### src/rtl/if_ctrl.sv
// Instruction-fetch controller: PC sequencing, branch redirect, hazard hold
// and handover of the instruction memory to a program loader.
module if_ctrl #(
  parameter logic [31:0] RESET_PC = 32'h0000_0000,
  parameter logic [31:0] PC_LIMIT = 32'd4000
) (
  input  logic        CLK,
  input  logic        RST,
  input  logic        STALL,
  input  logic        BR_TAKEN,
  input  logic [31:0] BR_TARGET,
  input  logic        LD_REQ,
  input  logic        LD_DONE,
  output logic [31:0] FETCH_ADR,
  output logic        FETCH_VALID,
  output logic        SQUASH,
  output logic        LD_GNT,
  output logic [15:0] STALL_CNT
);

  typedef enum logic [1:0] {IDLE, RUN, HOLD, LOAD} state_t;

  state_t      state, state_nxt;
  logic [31:0] pc, pc_nxt;
  logic [15:0] cnt, cnt_nxt;

  function automatic logic [15:0] sat_inc(input logic [15:0] v);
    return (v == 16'hFFFF) ? v : v + 16'd1;
  endfunction

  // Sequential advance wraps on passing the limit or on 32-bit carry-out.
  function automatic logic [31:0] seq_pc(input logic [31:0] v);
    logic [32:0] sum;
    sum = {1'b0, v} + 33'd4;
    if (sum[32] || (sum[31:0] > PC_LIMIT)) return RESET_PC;
    return sum[31:0];
  endfunction

  always_ff @(posedge CLK or posedge RST) begin
    if (RST) begin
      state <= IDLE;
      pc    <= RESET_PC;
      cnt   <= 16'd0;
    end else begin
      state <= state_nxt;
      pc    <= pc_nxt;
      cnt   <= cnt_nxt;
    end
  end

  always_comb begin
    state_nxt = state;
    pc_nxt    = pc;
    cnt_nxt   = cnt;
    SQUASH    = 1'b0;
    case (state)
      IDLE: state_nxt = LD_REQ ? LOAD : RUN;
      RUN, HOLD: begin
        if (LD_REQ) begin
          state_nxt = LOAD;
        end else if (BR_TAKEN) begin
          // Targets are word-aligned and never wrapped, even above the limit.
          pc_nxt    = {BR_TARGET[31:2], 2'b00};
          SQUASH    = 1'b1;
          state_nxt = RUN;
        end else if (STALL) begin
          cnt_nxt   = sat_inc(cnt);
          state_nxt = HOLD;
        end else begin
          pc_nxt    = seq_pc(pc);
          state_nxt = RUN;
        end
      end
      LOAD: begin
        if (LD_DONE) begin
          pc_nxt    = RESET_PC;
          state_nxt = RUN;
        end
      end
      default: state_nxt = IDLE;
    endcase
  end

  assign FETCH_ADR   = pc;
  assign FETCH_VALID = (state == RUN) || (state == HOLD);
  assign LD_GNT      = (state == LOAD);
  assign STALL_CNT   = cnt;

endmodule
### config.mk
export PLATFORM = sky130hd
export DESIGN_NAME = if_ctrl
export DESIGN_NICKNAME = d
export VERILOG_FILES = /design/src/rtl/if_ctrl.sv
export SDC_FILE = /design/constraint.sdc
export NUM_CORES = 1
export LEC_CHECK = 0
export ABC_AREA = 1
export ABC_CLOCK_PERIOD_IN_PS = 3300
export CAP_MARGIN = 25
export CORE_AREA = 2 2 93 130
export CTS_CLUSTER_SIZE = 25
export DETAILED_ROUTE_END_ITERATION = 12
export DIE_AREA = 0 0 95 132
export SYNTH_ARGS = -nofsm -noshare
export SYNTH_HDL_FRONTEND = slang
export SYNTH_SLANG_ARGS = --single-unit
### constraint.sdc
create_clock -name CLK -period 3.3 [get_ports CLK]
set_input_delay 0.66 -clock CLK [delete_from_list [all_inputs] [get_ports CLK]]
set_output_delay 0.66 -clock CLK [all_outputs]
set_load 0.02 [all_outputs]
**Word level (Yosys, flattened, before mapping)**

Cells that the tools add are included.

- Muxes and demuxes: 21
- Reduce and logical (&&, ||, !) cells: 7
- Shifts and indexed selects: 0
- Multiply operators: 0
- Add/sub/neg operators: 2
- Magnitude comparators: 1
- Eq/ne operators: 7
- Divide/modulo/power cells: 0
- Bitwise logic cells: 3

Operator list:

| cell | number |
|---|---|
| $mux 32 | 6 |
| $pmux 32 s2 | 1 |
| $add 32x3->33 const B | 1 |
| $gt 32x12->1 const B | 1 |
| $add 16x1->16 const B | 1 |
| $eq 16x16->1 const B | 1 |
| $mux 2 | 5 |
| $mux 1 | 8 |
| $pmux 2 s3 | 1 |
| $reduce_and 5->1 | 1 |
| $eq 2x2->1 const B | 2 |
| $ne 2x2->1 const B | 2 |
| $reduce_and 4->1 | 1 |
| $ne 3x3->1 const B | 1 |
| $not 1->1 | 3 |
| $eq 2x1->1 const B | 1 |
| $logic_not 2->1 | 1 |
| $logic_or 1x1->1 | 2 |
| $reduce_bool 2->1 | 1 |
| $reduce_or 2->1 | 1 |

- Bits in read-only memories: 0
- Register bits: 50
- Memories: 0
- Memory bits (writable): 0
- Input port bits: 38
- Logic and storage cells: 44
- Output and inout port bits: 51
- Bits in latches: 0

**Longest topological paths before layout**

Gate-level depths: netlist of the first run.

- Depth after elaboration: 13
- Depth in mapped cells: 17
- Depth with buffers taken out: 17

**Least setup slack after synthesis of the first run**

No wires, ideal clock.

- Path kind: register to register
- Start: register pc[2], in the netlist FETCH_ADR[2]
- End: register pc[10], in the netlist FETCH_ADR[10]
- Cell stages (with the launch flop): 16
- Path slack: 1.201 ns
- Required time: 3.234 ns
- Setup time: 0.066 ns
- Buffers on the path: 0
- Period minus slack after synthesis: 2.099 ns
- Arrival time: 2.034 ns
- Cells stage by stage: dfrtp_1 ha_1 nand2_1 nor2_2 nand2_2 nor2_2 nand3_1 nand2_1 nand3_1 nor2_1 nand2_1 nor2_4 nand3_1 nand2_1 nand2_1 nand2_1

- Longest elaborated chain between the ends: 13

Ends and longest elaborated chain:

| what | line | text |
|---|---|---|
| start: declaration | 24 | `logic [31:0] pc, pc_nxt;` |
| start signal: assignment | 46 | `pc <= pc_nxt;` |
| $add 32x3->33 (*) | 34 | `sum = {1'b0, v} + 33'd4;` |
| $gt 32x12->1 | 35 | `if (sum[32] \|\| (sum[31:0] > PC_LIMIT)) return RESET_PC;` |
| $logic_or 1x1->1 | 35 |  |
| $mux 1 | 35 |  |
| $mux 1 | 66 | `end else if (STALL) begin` |
| $mux 1 | 61 | `end else if (BR_TAKEN) begin` |
| $mux 1 | 59 | `if (LD_REQ) begin` |
| $mux 1 | 56 | `case (state)` |
| $mux 32 (*) | 36 | `return sum[31:0];` |
| $mux 32 (*) | 66 |  |
| $mux 32 (*) | 61 |  |
| $mux 32 (*) | 59 |  |
| $pmux 32 s2 (*) | 56 |  |

Mark *: on every way between the ends. The rest lies on a longest branch, timed or not. The select of a mux whose other input is x is not followed.
A chain may end at the register's enable or synchronous reset.

**Worst setup path in the final report of the first run**

- Start: input port LD_REQ
- End: output port SQUASH

- Longest elaborated chain between the ends: 2

Ends and longest elaborated chain:

| what | line | text |
|---|---|---|
| start: declaration | 12 | `input logic LD_REQ,` |
| $mux 1 | 59 |  |
| $mux 1 | 56 |  |
| end: declaration | 16 | `output logic SQUASH,` |

No other way between the ends.

==> summary by stage, run 1 <==
Outcome
The run finished with clean final reports.

Worst setup path
The maximum fanout encountered on the critical timing path is 5. The largest single stage delay on the critical path is 640 ps. The cell seen most often among critical-path stages is clkdlybuf4s50_1. Walking the worst path, the cells encountered are clkdlybuf4s50_1 > nor3_1 > clkdlybuf4s50_1. At the worst endpoint, the required time is between 2000 and 3000 ps. Among all stages on the critical path, the largest delay is contributed by clkdlybuf4s50_1. STA classifies the critical path endpoint as an output port. Tracing the worst setup path back leads to its startpoint at LD_REQ. The critical path buffer and inverter count is 2. The type of element launching the critical path is an input pin. The critical path in this run is classified as in2out. The largest delay contributor family on the critical path is buffers and inverters.

The reg-to-reg critical path startpoint is FETCH_ADR[2]. The data arrival time of the critical path is 2030 ps.

Pwr
The power density of the placed cells is 767 nW/um^2. The completed layout was analyzed and its total power is 3.47 mW. The leakage component of the power is 1.95 nW. IR analysis of the VDD net gives a maximum drop of roughly 0.34 mV.

STA
The tightest hold margin is 506 ps. The number of setup violations in the final report is 0. The number of hold violations in the final report is 0. The smallest clock period supported by the final layout is computed as 2690 ps. In the finished design, the share of the clock period the worst path needs comes to 81.4%. The final setup skew is 7.66 ps. The final-layout setup total negative slack is 0 ps.

Setup repair after global routing left no endpoint under its margin. The timing-limited maximum frequency is 372 MHz. The number of slew-limit violations in the final report is 0. The final worst-path setup slack is 614 ps.

Synth
Yosys printed 0 warnings. The most repeated cell in the gate-level netlist after synthesis is nand2_1. After synthesis, the most frequently instantiated cells are 170 x nand2_1, 62 x nor2_1, 61 x inv_1.

The dominant cell type by area after synthesis is dfrtp_1. The number of synthesized flops with an enable pin is 0. In the synthesized netlist the async set-or-reset flop fraction comes to 100%.

The cell area that synthesis handed to floorplanning was 3350 um^2. The area share of the leading cell type in the synthesized netlist is 35.9%. The share of the Yosys chip area taken by registers is 35.9%.

Ranked by total cell area, the synthesized netlist is headed by dfrtp_1 36%, nand2_1 19%, nand3_1 7.8%. In the synthesized netlist, the number of instances is 508. In this run, distinct cell masters in the synthesized netlist total 23. The mean post-synth cell area is 6.59 um^2.

The most used flip-flop cell after synthesis is dfrtp_1. The flop and latch count out of synthesis is 48.

Clock tree
The register clock-pin slew on the reported worst setup and hold paths is 70 ps. Counting every sink on the clock net gives 48. TritonCTS built the clock tree.

The cell sitting at the root of the clock tree is a clkbuf_16. The H-tree was split into 2 levels. Once the clock tree was built, the setup fixing pass inserted 0 buffers. No sink is reached through more buffers than the 2 on the longest clock path. The total of cells resized after clock tree synthesis is 0.

The worst-skew pair later-pin latency is 300 ps. The count of hold buffers inserted by post-cts repair is 0. The number of clock buffers inserted by TritonCTS is 5.

GRT
The maximum number of pins on one net before global-route repair is 40. The residual overflow from global routing is 0. The via count of the first global-routing pass is roughly 3500.

The overall global routing resource usage is roughly 17%. The global-route wire length before repair is between 15 and 20 mm. The number of antenna violations at the first check in global routing is 0.

Layout
Cells fill 39.8% of the core in the end. The fraction of final layout cells with drive strength greater than 1 is 5.91%. The synthesis-to-finish area growth is 35.0%. After the last flow step, the layout net total stands at 633. The fill cell instance count of the final layout is roughly 1200. The number of diodes is 0.

Floorplan
The starting utilization of the core area is 29.5%. From left edge to right edge, the die measures roughly 95 um. The standard-cell row count is 46. The placeable core region is approximately 11000 um^2. The number of top-level pins is 89.

The die covers 12500 um^2. The vertical die dimension is 132 um.

Route
Using the TritonRoute via totals, the vias-per-cell ratio works out to approximately 4.7. Once detail routing completed, the nets flagged for antenna violations numbered 0. The total detailed-routing wirelength is 10.0 mm.

Detailed routing inserted a total of 3479 vias. The length of the first detailed-routing pass in iterations is 4. In the routed design, unresolved DRC markers number 0. The DRC violation total after the first TritonRoute iteration is 149.

The detailed-route wire length per cell is 13.6 um.

Worst hold path
The startpoint of the tightest hold check path is STALL_CNT[6]. In this run the worst hold path is classified as reg2reg.

Placement
The placed wire-length estimate is 7.85 mm. The congestion estimate from routability-driven global placement came to 0.910. In this run the tool buffered the top-level ports with 84 buffer cells. Prior to clock tree synthesis, the placed netlist has a worst setup slack of 584 ps.

Job
The tool flagged a number of max-cap violations equal to 0.
## per-layer routing
layer,track usage [%],up-vias,wire (um)
li1,-,1763,-
met1,19.3,1603,4070
met2,29.5,92,5120
met3,2.92,21,482
met4,6.68,0,348
met5,0,-,0
## registers in the layout, indices dropped and copies added (netlist names)
signal	count
FETCH_ADR	30
STALL_CNT	16
state	2
## power breakdown
group	leakage [nW]	switching, mW	internal [mW]	total (mW)
clock	0.0840	0.249	0.361	0.610
combinational	1.23	1.05	0.699	1.75
sequential	0.638	0.317	0.788	1.10
total	1.95	1.62	1.85	3.47
## worst register-to-register path: stages (launching register included)
cell and delay (ps):
dfrtp_1 500, ha_1 330, nand2_1 140, nor2_2 170
nand2_2 130, o21ai_1 140, nand2_1 60, inv_1 50
nand2_1 40, nor2_1 150, nand3_1 150, nor2_4 270
nand3_1 120, nand2_1 70, nand2_1 40, nand2_1 60
## worst paths after layout
kind	cells past startpoint	end	slack (ps)
worst max-delay path	3	SQUASH	610
worst min-delay path	1	STALL_CNT[6]	510
worst max register to register	15	FETCH_ADR[7]	800
worst min register to register	1	STALL_CNT[6]	510
max in group asynchronous	3	FETCH_ADR[15]	2300
min in group asynchronous	3	STALL_CNT[13]	740
## cells in the final DEF, fill, tap and decap left out
cell and count:
nand2_1 170, inv_1 60, nand4_1 12, o221ai_1 1
nor2_1 61, ha_1 4, nand3_2 2, nand3_1 52
clkinv_4 2, o21ai_2 1, bufinv_16 1, nor4_1 2
xnor2_1 9, nor2_2 6, o21ai_0 28, xor2_1 14
o21ai_1 1, a22oi_1 1, nand2_2 5, conb_1 2
dfrtp_1 48, clkbuf_16 5, buf_4 4, nor2_4 8
inv_2 1, clkdlybuf4s50_1 84, nor3_1 8
## cell families (layout without fill, tap and decap cells)
logic type	after synthesis	count (layout)	synth area share [%]
buf+inv	74	157	8.64
simple gates	326	326	42.8
compound gates	32	32	5.08
xor+xnor	23	23	6.02
other cells	1	2	0.112
fa+ha+maj	4	4	1.50
flops	48	48	35.9
## metrics by stage
stage | cells | cell area, um^2
global route | 736 | 4520
CTS | 736 | 4520
global placement | 728 | 4340
detailed placement | 728 | 4340
floorplan | 509 | 3350
finish | 736 | 4520
## area by class of cell
| class | instances | area, um^2 | share of cell area (%) |
|---|---|---|---|
| Clock buffer | 5 | 125 | 2.77 |
| Sequential cell | 48 | 1200 | 26.6 |
| Tap cell | 144 | 180 | 3.99 |
| Inverter | 61 | 229 | 5.07 |
| Clock inverter | 3 | 47.5 | 1.05 |
| Timing Repair Buffer | 88 | 871 | 19.3 |
| Multi-Input combinational cell | 387 | 1860 | 41.2 |
Note: power is estimated with default switching activity, not from simulation.
==> run 2, diff against run 1 <==
--- a/config.mk
+++ b/config.mk
@@ -6,7 +6,7 @@
 export NUM_CORES = 1
 export LEC_CHECK = 0
 export ABC_AREA = 1
-export ABC_CLOCK_PERIOD_IN_PS = 3300
+export ABC_CLOCK_PERIOD_IN_PS = 2600
 export CAP_MARGIN = 25
 export CORE_AREA = 2 2 93 130
 export CTS_CLUSTER_SIZE = 25
==> constraint.sdc (replaced) <==
create_clock -name CLK -period 2.6 [get_ports CLK]
set_input_delay 0.52 -clock CLK [delete_from_list [all_inputs] [get_ports CLK]]
set_output_delay 0.52 -clock CLK [all_outputs]
set_load 0.02 [all_outputs]
==> summary by stage, run 2 (same netlist as run 1, synthesis figures left out) <==
Outcome
Outcome: complete, no violations (unchanged).

Clock tree
The number of clock buffers inserted by TritonCTS is 5 (unchanged). The deepest level of the CTS H-tree is 2 (unchanged). The TritonCTS clock tree is done (unchanged). The clock tree root driver cell is clkbuf_16 (unchanged).

The count of hold buffers inserted by post-cts repair is 0 (unchanged). The total of cells resized after clock tree synthesis came to 0 (unchanged). The buffer levels on the longest clock path came to 2 (unchanged). The register clock-pin slew on the reported worst setup and hold paths came to 80 ps (was 70 ps). The worst-skew pair later-pin latency is 300 ps (about the same). The setup fix buffers added after clock tree synthesis is 0 (unchanged). The number of clock sinks is 48 (unchanged).

Pwr
The power density of the placed cells is 975 nW/um^2 (was 767 nW/um^2). The peak supply drop is 0.356 mV (was 0.339 mV). The final total power is 4.44 mW (was 3.47 mW). The leakage component of the power is 1.98 nW (was 1.95 nW).

Layout
Commonest cells after routing, fill and taps aside: 170 x nand2_1, 83 x clkdlybuf4s50_1, 61 x nor2_1 (was 170 x nand2_1, 84 x clkdlybuf4s50_1, 61 x nor2_1). The most common cell after layout, fill and taps aside is nand2_1 (unchanged). The area taken by multi-input logic gates is 1870 um^2 (was 1860 um^2). The flip-flop count of the largest register after layout was 30 (unchanged). The fraction of final layout cells with drive strength greater than 1 was 6.55% (was 5.91%).

The number of nets in the layout is 636 (was 633). The synthesis-to-finish area growth is 36.1% (was 35.0%). The area occupied by registers is 1200 um^2 (unchanged). The number of diodes is 0 (unchanged). The fill cell instance count of the final layout came to 1204 (was 1190). The post-route cell area is 4560 um^2 (was 4520 um^2).

STA
Dividing the final minimum period by the clock period gives 90.9%. The final-layout setup total negative slack is 0 ps (unchanged). Headroom to the max-slew limit came out at 62.9%. Derived from the worst setup path, the maximum achievable clock frequency is 423 MHz.

The final setup skew came to 10.7 ps (was 7.66 ps). The tightest hold margin is 511 ps (was 506 ps). For the pin with the worst max-slew slack, the measured transition is 555 ps. The number of setup violations in the final report is 0 (unchanged). The number of hold violations in the final report is 0 (unchanged). The time the final worst path needs with I/O delays and setup is 2360 ps.

RSZ-0062 raised after global routing: no (unchanged). The number of slew-limit violations in the final report came to 0 (unchanged).

Floorplan
The area of the die is 12500 um^2 (unchanged). The standard-cell row count is 46 (unchanged). The number of top-level pins came to 89 (unchanged). The vertical die dimension is 132 um (unchanged).

The placeable core region is 11300 um^2 (unchanged). The starting utilization of the core area is 29.5% (unchanged). The die outline width is 95 um (unchanged).

Job
The max-cap violation count came to 0 (unchanged).

Route
The total detailed-routing wirelength was 10.1 mm (was 10.0 mm). The average vias per placed instance is 4.70 (was 4.73). The DRC violation total after the first TritonRoute iteration is 117 (was 149).

The detailed-route wire length per cell is 13.6 um (about the same). The length of the first detailed-routing pass in iterations came to 4 (unchanged). The via count of the routed design came to 3476 (was 3479). The number of antenna-violating nets in the routed design is 0 (unchanged). The post-detailed-route DRC marker count was 0 (unchanged).

Worst setup path
The maximum fanout encountered on the critical timing path is 10 (was 5). The critical path start-end classification is reg2reg (was in2out). The kind of capture point of the worst setup path is a register (was output port). The data arrival time of the critical path is 2600 ps (was 2030 ps). The required arrival time at the worst endpoint is 2830 ps (was 2640 ps). The type of element launching the critical path is a register (was input pin).

GRT
The number of antenna violations at the first check in global routing is 0 (unchanged). The residual overflow from global routing is 0 (unchanged). The maximum number of pins on one net before global-route repair is 40 (unchanged).

The via count of the first global-routing pass is 3602 (was 3522). The global-route wire length before repair was 17.1 mm (was 16.6 mm). The overall global routing resource usage is 17.0% (was 16.6%).

Placement
The placed wire-length estimate is 7.84 mm (was 7.85 mm). The number of buffer cells added on primary ports was 84 (unchanged). The total cell area at the placement stage is 4380 um^2 (was 4340 um^2).

The global placer's final weighted congestion is 0.948 (was 0.910).

Worst hold path
The worst min-delay path class is reg2reg (unchanged).
run 2: worst max-delay path, cell delays in order, from the launching register on:
cell and delay, ps:
dfrtp_1 430, ha_2 280, nand2_1 120, nor2_2 170, nand2_2 140, o21ai_1 140
nand2_1 60, inv_1 50, nand2_1 40, nor2_1 160, nand3_1 150, nor2_4 250
nand3_1 120, nand2_1 70, nand2_1 50, nand2_1 70
run 2: per-layer routing:
layer	wire length, um	up-vias	track usage (%)
li1	-	1765	-
met2	5270	84	30.4
met4	231	0	5.80
met5	0	-	0
met3	466	15	2.69
met1	4090	1612	20.2
run 2: final timing paths:
kind	from	end	slack, ps	cells past startpoint
max	FETCH_ADR[3]	FETCH_ADR[9]	240	15
min	STALL_CNT[6]	STALL_CNT[6]	510	1
max reg2reg	FETCH_ADR[3]	FETCH_ADR[9]	240	15
min reg2reg	STALL_CNT[6]	STALL_CNT[6]	510	1
max in group asynchronous	RST	FETCH_ADR[2]	1470	3
min in group asynchronous	RST	FETCH_ADR[19]	600	2
run 2: report_power, final:
part	switching, mW	total (mW)	internal, mW
combinational	1.36	2.29	0.927
sequential	0.382	1.38	1.00
clock	0.310	0.768	0.458
total	2.06	4.44	2.38
run 2: cell type report:
class	count	area share (%)
multi-input combinational	387	40.9
sequential	48	26.4
timing repair buffer	91	19.9
inverter	61	5.02
tap	144	3.95
clock buffer	5	2.75
clock inverter	3	1.04
run 2: through the flow:
step                      worst slack [ps]  std cells  utilization, %
after floorplan                        501        509               -
after global placement                 150        731            38.6
after detailed placement               160        731            38.6
after CTS                             61.5        739            40.1
after global routing                  8.60        739            40.2
final                                  236        739            40.2
==> run 3, diff against run 2 <==
--- a/config.mk
+++ b/config.mk
@@ -12,6 +12,7 @@
 export CTS_CLUSTER_SIZE = 25
 export DETAILED_ROUTE_END_ITERATION = 12
 export DIE_AREA = 0 0 95 132
+export GPL_TIMING_DRIVEN = 0
 export SYNTH_ARGS = -nofsm -noshare
 export SYNTH_HDL_FRONTEND = slang
 export SYNTH_SLANG_ARGS = --single-unit
==> summary by stage, run 3 (same netlist as run 1, synthesis figures left out) <==
Outcome
Outcome: complete, no violations (unchanged).

GRT
The number of antenna violations at the first check in global routing is 0 (unchanged). The maximum number of pins on one net before global-route repair is 32 (was 40). The via count of the first global-routing pass is 3568 (was 3602). The overall global routing resource usage was 17.1% (was 17.0%).

The residual overflow from global routing came to 0 (unchanged). The global-route wire length before repair is 17.1 mm (about the same).

STA
The tightest hold margin is 500 ps (was 511 ps). The ratio of final minimum period to clock period is 89.3% (was 90.9%). RSZ-0062 raised after global routing: no (unchanged).

The final-layout setup total negative slack is 0 ps (unchanged). The relative max-transition margin came to 62.9% (about the same). The number of slew-limit violations in the final report is 0 (unchanged). The time the final worst path needs with I/O delays and setup came to 2320 ps (was 2360 ps). The final worst-path setup slack is 279 ps (was 236 ps). The final setup skew is 8.48 ps (was 10.7 ps). The slew of the pin with the lowest slew margin is 556 ps (was 555 ps). The number of setup violations in the final report is 0 (unchanged).

The number of hold violations in the final report is 0 (unchanged). The timing-limited maximum frequency was 431 MHz (was 423 MHz).

Route
The number of antenna-violating nets in the routed design came to 0 (unchanged). The detailed-route wire length per cell came to 13.8 um (was 13.6 um). The total detailed-routing wirelength was 10.3 mm (was 10.1 mm). The length of the first detailed-routing pass in iterations is 5 (was 4). The DRC violation total after the first TritonRoute iteration came to 132 (was 117). The average vias per placed instance is 4.70 (about the same). The post-detailed-route DRC marker count is 0 (unchanged).

The via count of the routed design came to 3510 (was 3476).

Worst setup path
The count of cells along the worst register-to-register path is 15 (unchanged). The required arrival time at the worst endpoint is 2830 ps (about the same). The worst-path cell with the longest stage delay is dfrtp_1 (unchanged).

The critical path start-end classification was reg2reg (unchanged). The kind of capture point of the worst setup path is a register (unchanged). The register-to-register setup slack is 280 ps (was 240 ps). The cell seen most often among critical-path stages is nand2_1 (unchanged). The maximum fanout encountered on the critical timing path is 6 (was 10). The type of element launching the critical path is a register (unchanged).

The data arrival time of the critical path is 2550 ps (was 2600 ps). Cells along the critical path: ha_4 > nand2_1 > nor2_2 > nand2_2 > o21ai_1 > nand2_1 > inv_1 > nand2_1 > nor2_1 > nand3_2 > nor2_4 > nand3_1 > nand2_1 > nand2_1 > nand2_1 (was ha_2 > nand2_1 > nor2_2 > nand2_2 > o21ai_1 > nand2_1 > inv_1 > nand2_1 > nor2_1 > nand3_1 > nor2_4 > nand3_1 > nand2_1 > nand2_1 > nand2_1). The worst stage delay on the critical path was 480 ps (was 430 ps). The worst reg2reg path endpoint is FETCH_ADR[10] (was FETCH_ADR[9]). The reg-to-reg critical path startpoint is FETCH_ADR[3] (unchanged).

Layout
The number of nets in the layout came to 644 (was 636). The post-layout instance count excluding filler cells is 747 (was 739). The most common cell after layout, fill and taps aside is nand2_1 (unchanged). The synthesis-to-finish area growth is 37.3% (was 36.1%). The fraction of final layout cells with drive strength greater than 1 is 6.30% (was 6.55%). The fill cell instance count of the final layout was 1217 (was 1204).

The post-route cell area is 4600 um^2 (was 4560 um^2). The area taken by multi-input logic gates is 1890 um^2 (was 1870 um^2). Commonest cells after routing, fill and taps aside: 170 x nand2_1, 83 x clkdlybuf4s50_1, 62 x nor2_1 (was 170 x nand2_1, 83 x clkdlybuf4s50_1, 61 x nor2_1). The flip-flop count of the largest register after layout is 30 (unchanged). The area occupied by registers is 1200 um^2 (about the same). The core utilization of the finished layout came to 40.5% (was 40.2%). The number of diodes is 0 (unchanged).

Floorplan
The standard-cell row count is 46 (unchanged). The starting utilization of the core area is 29.5% (unchanged). The area of the die is 12500 um^2 (unchanged). The placeable core region is 11300 um^2 (unchanged). The number of top-level pins is 89 (unchanged). The vertical die dimension is 132 um (unchanged). The die outline width is 95 um (unchanged).

Pwr
The final total power was 4.52 mW (was 4.44 mW). The peak supply drop is 0.374 mV (was 0.356 mV). The leakage component of the power is 1.99 nW (was 1.98 nW). The power density of the placed cells is 983 nW/um^2 (was 975 nW/um^2).

Worst hold path
The cell count of the worst hold path is 1 (unchanged). The hold path endpoint is STALL_CNT[6] (unchanged). The worst min-delay path class is reg2reg (unchanged).

The startpoint of the tightest hold check path was STALL_CNT[6] (unchanged).

Clock tree
The number of clock sinks came to 48 (unchanged). The setup fix buffers added after clock tree synthesis is 0 (unchanged). The worst-skew pair later-pin latency is 300 ps (about the same). The clock tree root driver cell is clkbuf_16 (unchanged). The number of clock buffers inserted by TritonCTS came to 5 (unchanged). The deepest level of the CTS H-tree is 2 (unchanged). The TritonCTS clock tree is done (unchanged).

The buffer levels on the longest clock path is 2 (unchanged). The register clock-pin slew on the reported worst setup and hold paths is 70 ps (was 80 ps).

Placement
The worst setup slack after placement is 66.4 ps (was 160 ps). The total cell area at the placement stage is 4390 um^2 (was 4380 um^2). The placed wire-length estimate came to 8.26 mm (was 7.84 mm). The number of buffer cells added on primary ports came to 84 (unchanged).

The number of placed cells counting well taps is 738 (was 731). The global placer's final weighted congestion is 0.937 (was 0.948).

Job
The max-cap violation count is 0 (unchanged).
==> run 3: worst max-delay path: cells and delay by family, from the launching register on <==
kind | cells | cell delay [ps]
compound gates | 1 | 150
fa+ha+maj | 1 | 210
buf+inv | 1 | 50
flops | 1 | 480
simple gates | 12 | 1360
==> run 3: how the worst max path moves through the flow <==
stage,slack [ps],start,to
2_1_floorplan,500,FETCH_ADR[2],FETCH_ADR[10]
3_3_place_gp,-70,RST,FETCH_ADR[30]
3_5_place_dp,70,FETCH_ADR[2],FETCH_ADR[3]
4_1_cts,30,FETCH_ADR[2],FETCH_ADR[3]
5_1_grt,40,FETCH_ADR[3],FETCH_ADR[5]
6_report,280,FETCH_ADR[3],FETCH_ADR[10]
==> run 3: cell type report <==
class / instances / area share (%)
well taps: 144 / 3.92
inverters: 61 / 4.98
multi-input cells: 388 / 41.1
clock inverters: 3 / 1.03
flip-flops and latches: 48 / 26.2
repair buffers: 85 / 18.8
clock buffers: 5 / 2.72
plain buffers: 13 / 1.31
==> run 3: what timing repair did <==
action | CTS | global route
hold buffers | 0 | 0
gates resized for setup | 0 | 6
setup endpoints to repair | 0 | 11
==> run 3: per-layer routing <==
layer | up-vias | track usage, % | part of all wire [%]
met4 | 0 | 7.17 | 3.3
met2 | 86 | 29.6 | 51
met5 | - | 0 | 0
met3 | 19 | 2.97 | 4.0
li1 | 1781 | - | -
met1 | 1624 | 20.5 | 42
==> run 3: where the power goes <==
part           internal [mW]  leakage, nW  switching [mW]
clock                  0.458       0.0840           0.308
combinational          0.928         1.27            1.42
sequential              1.00        0.637           0.408
total                   2.39         1.99            2.13
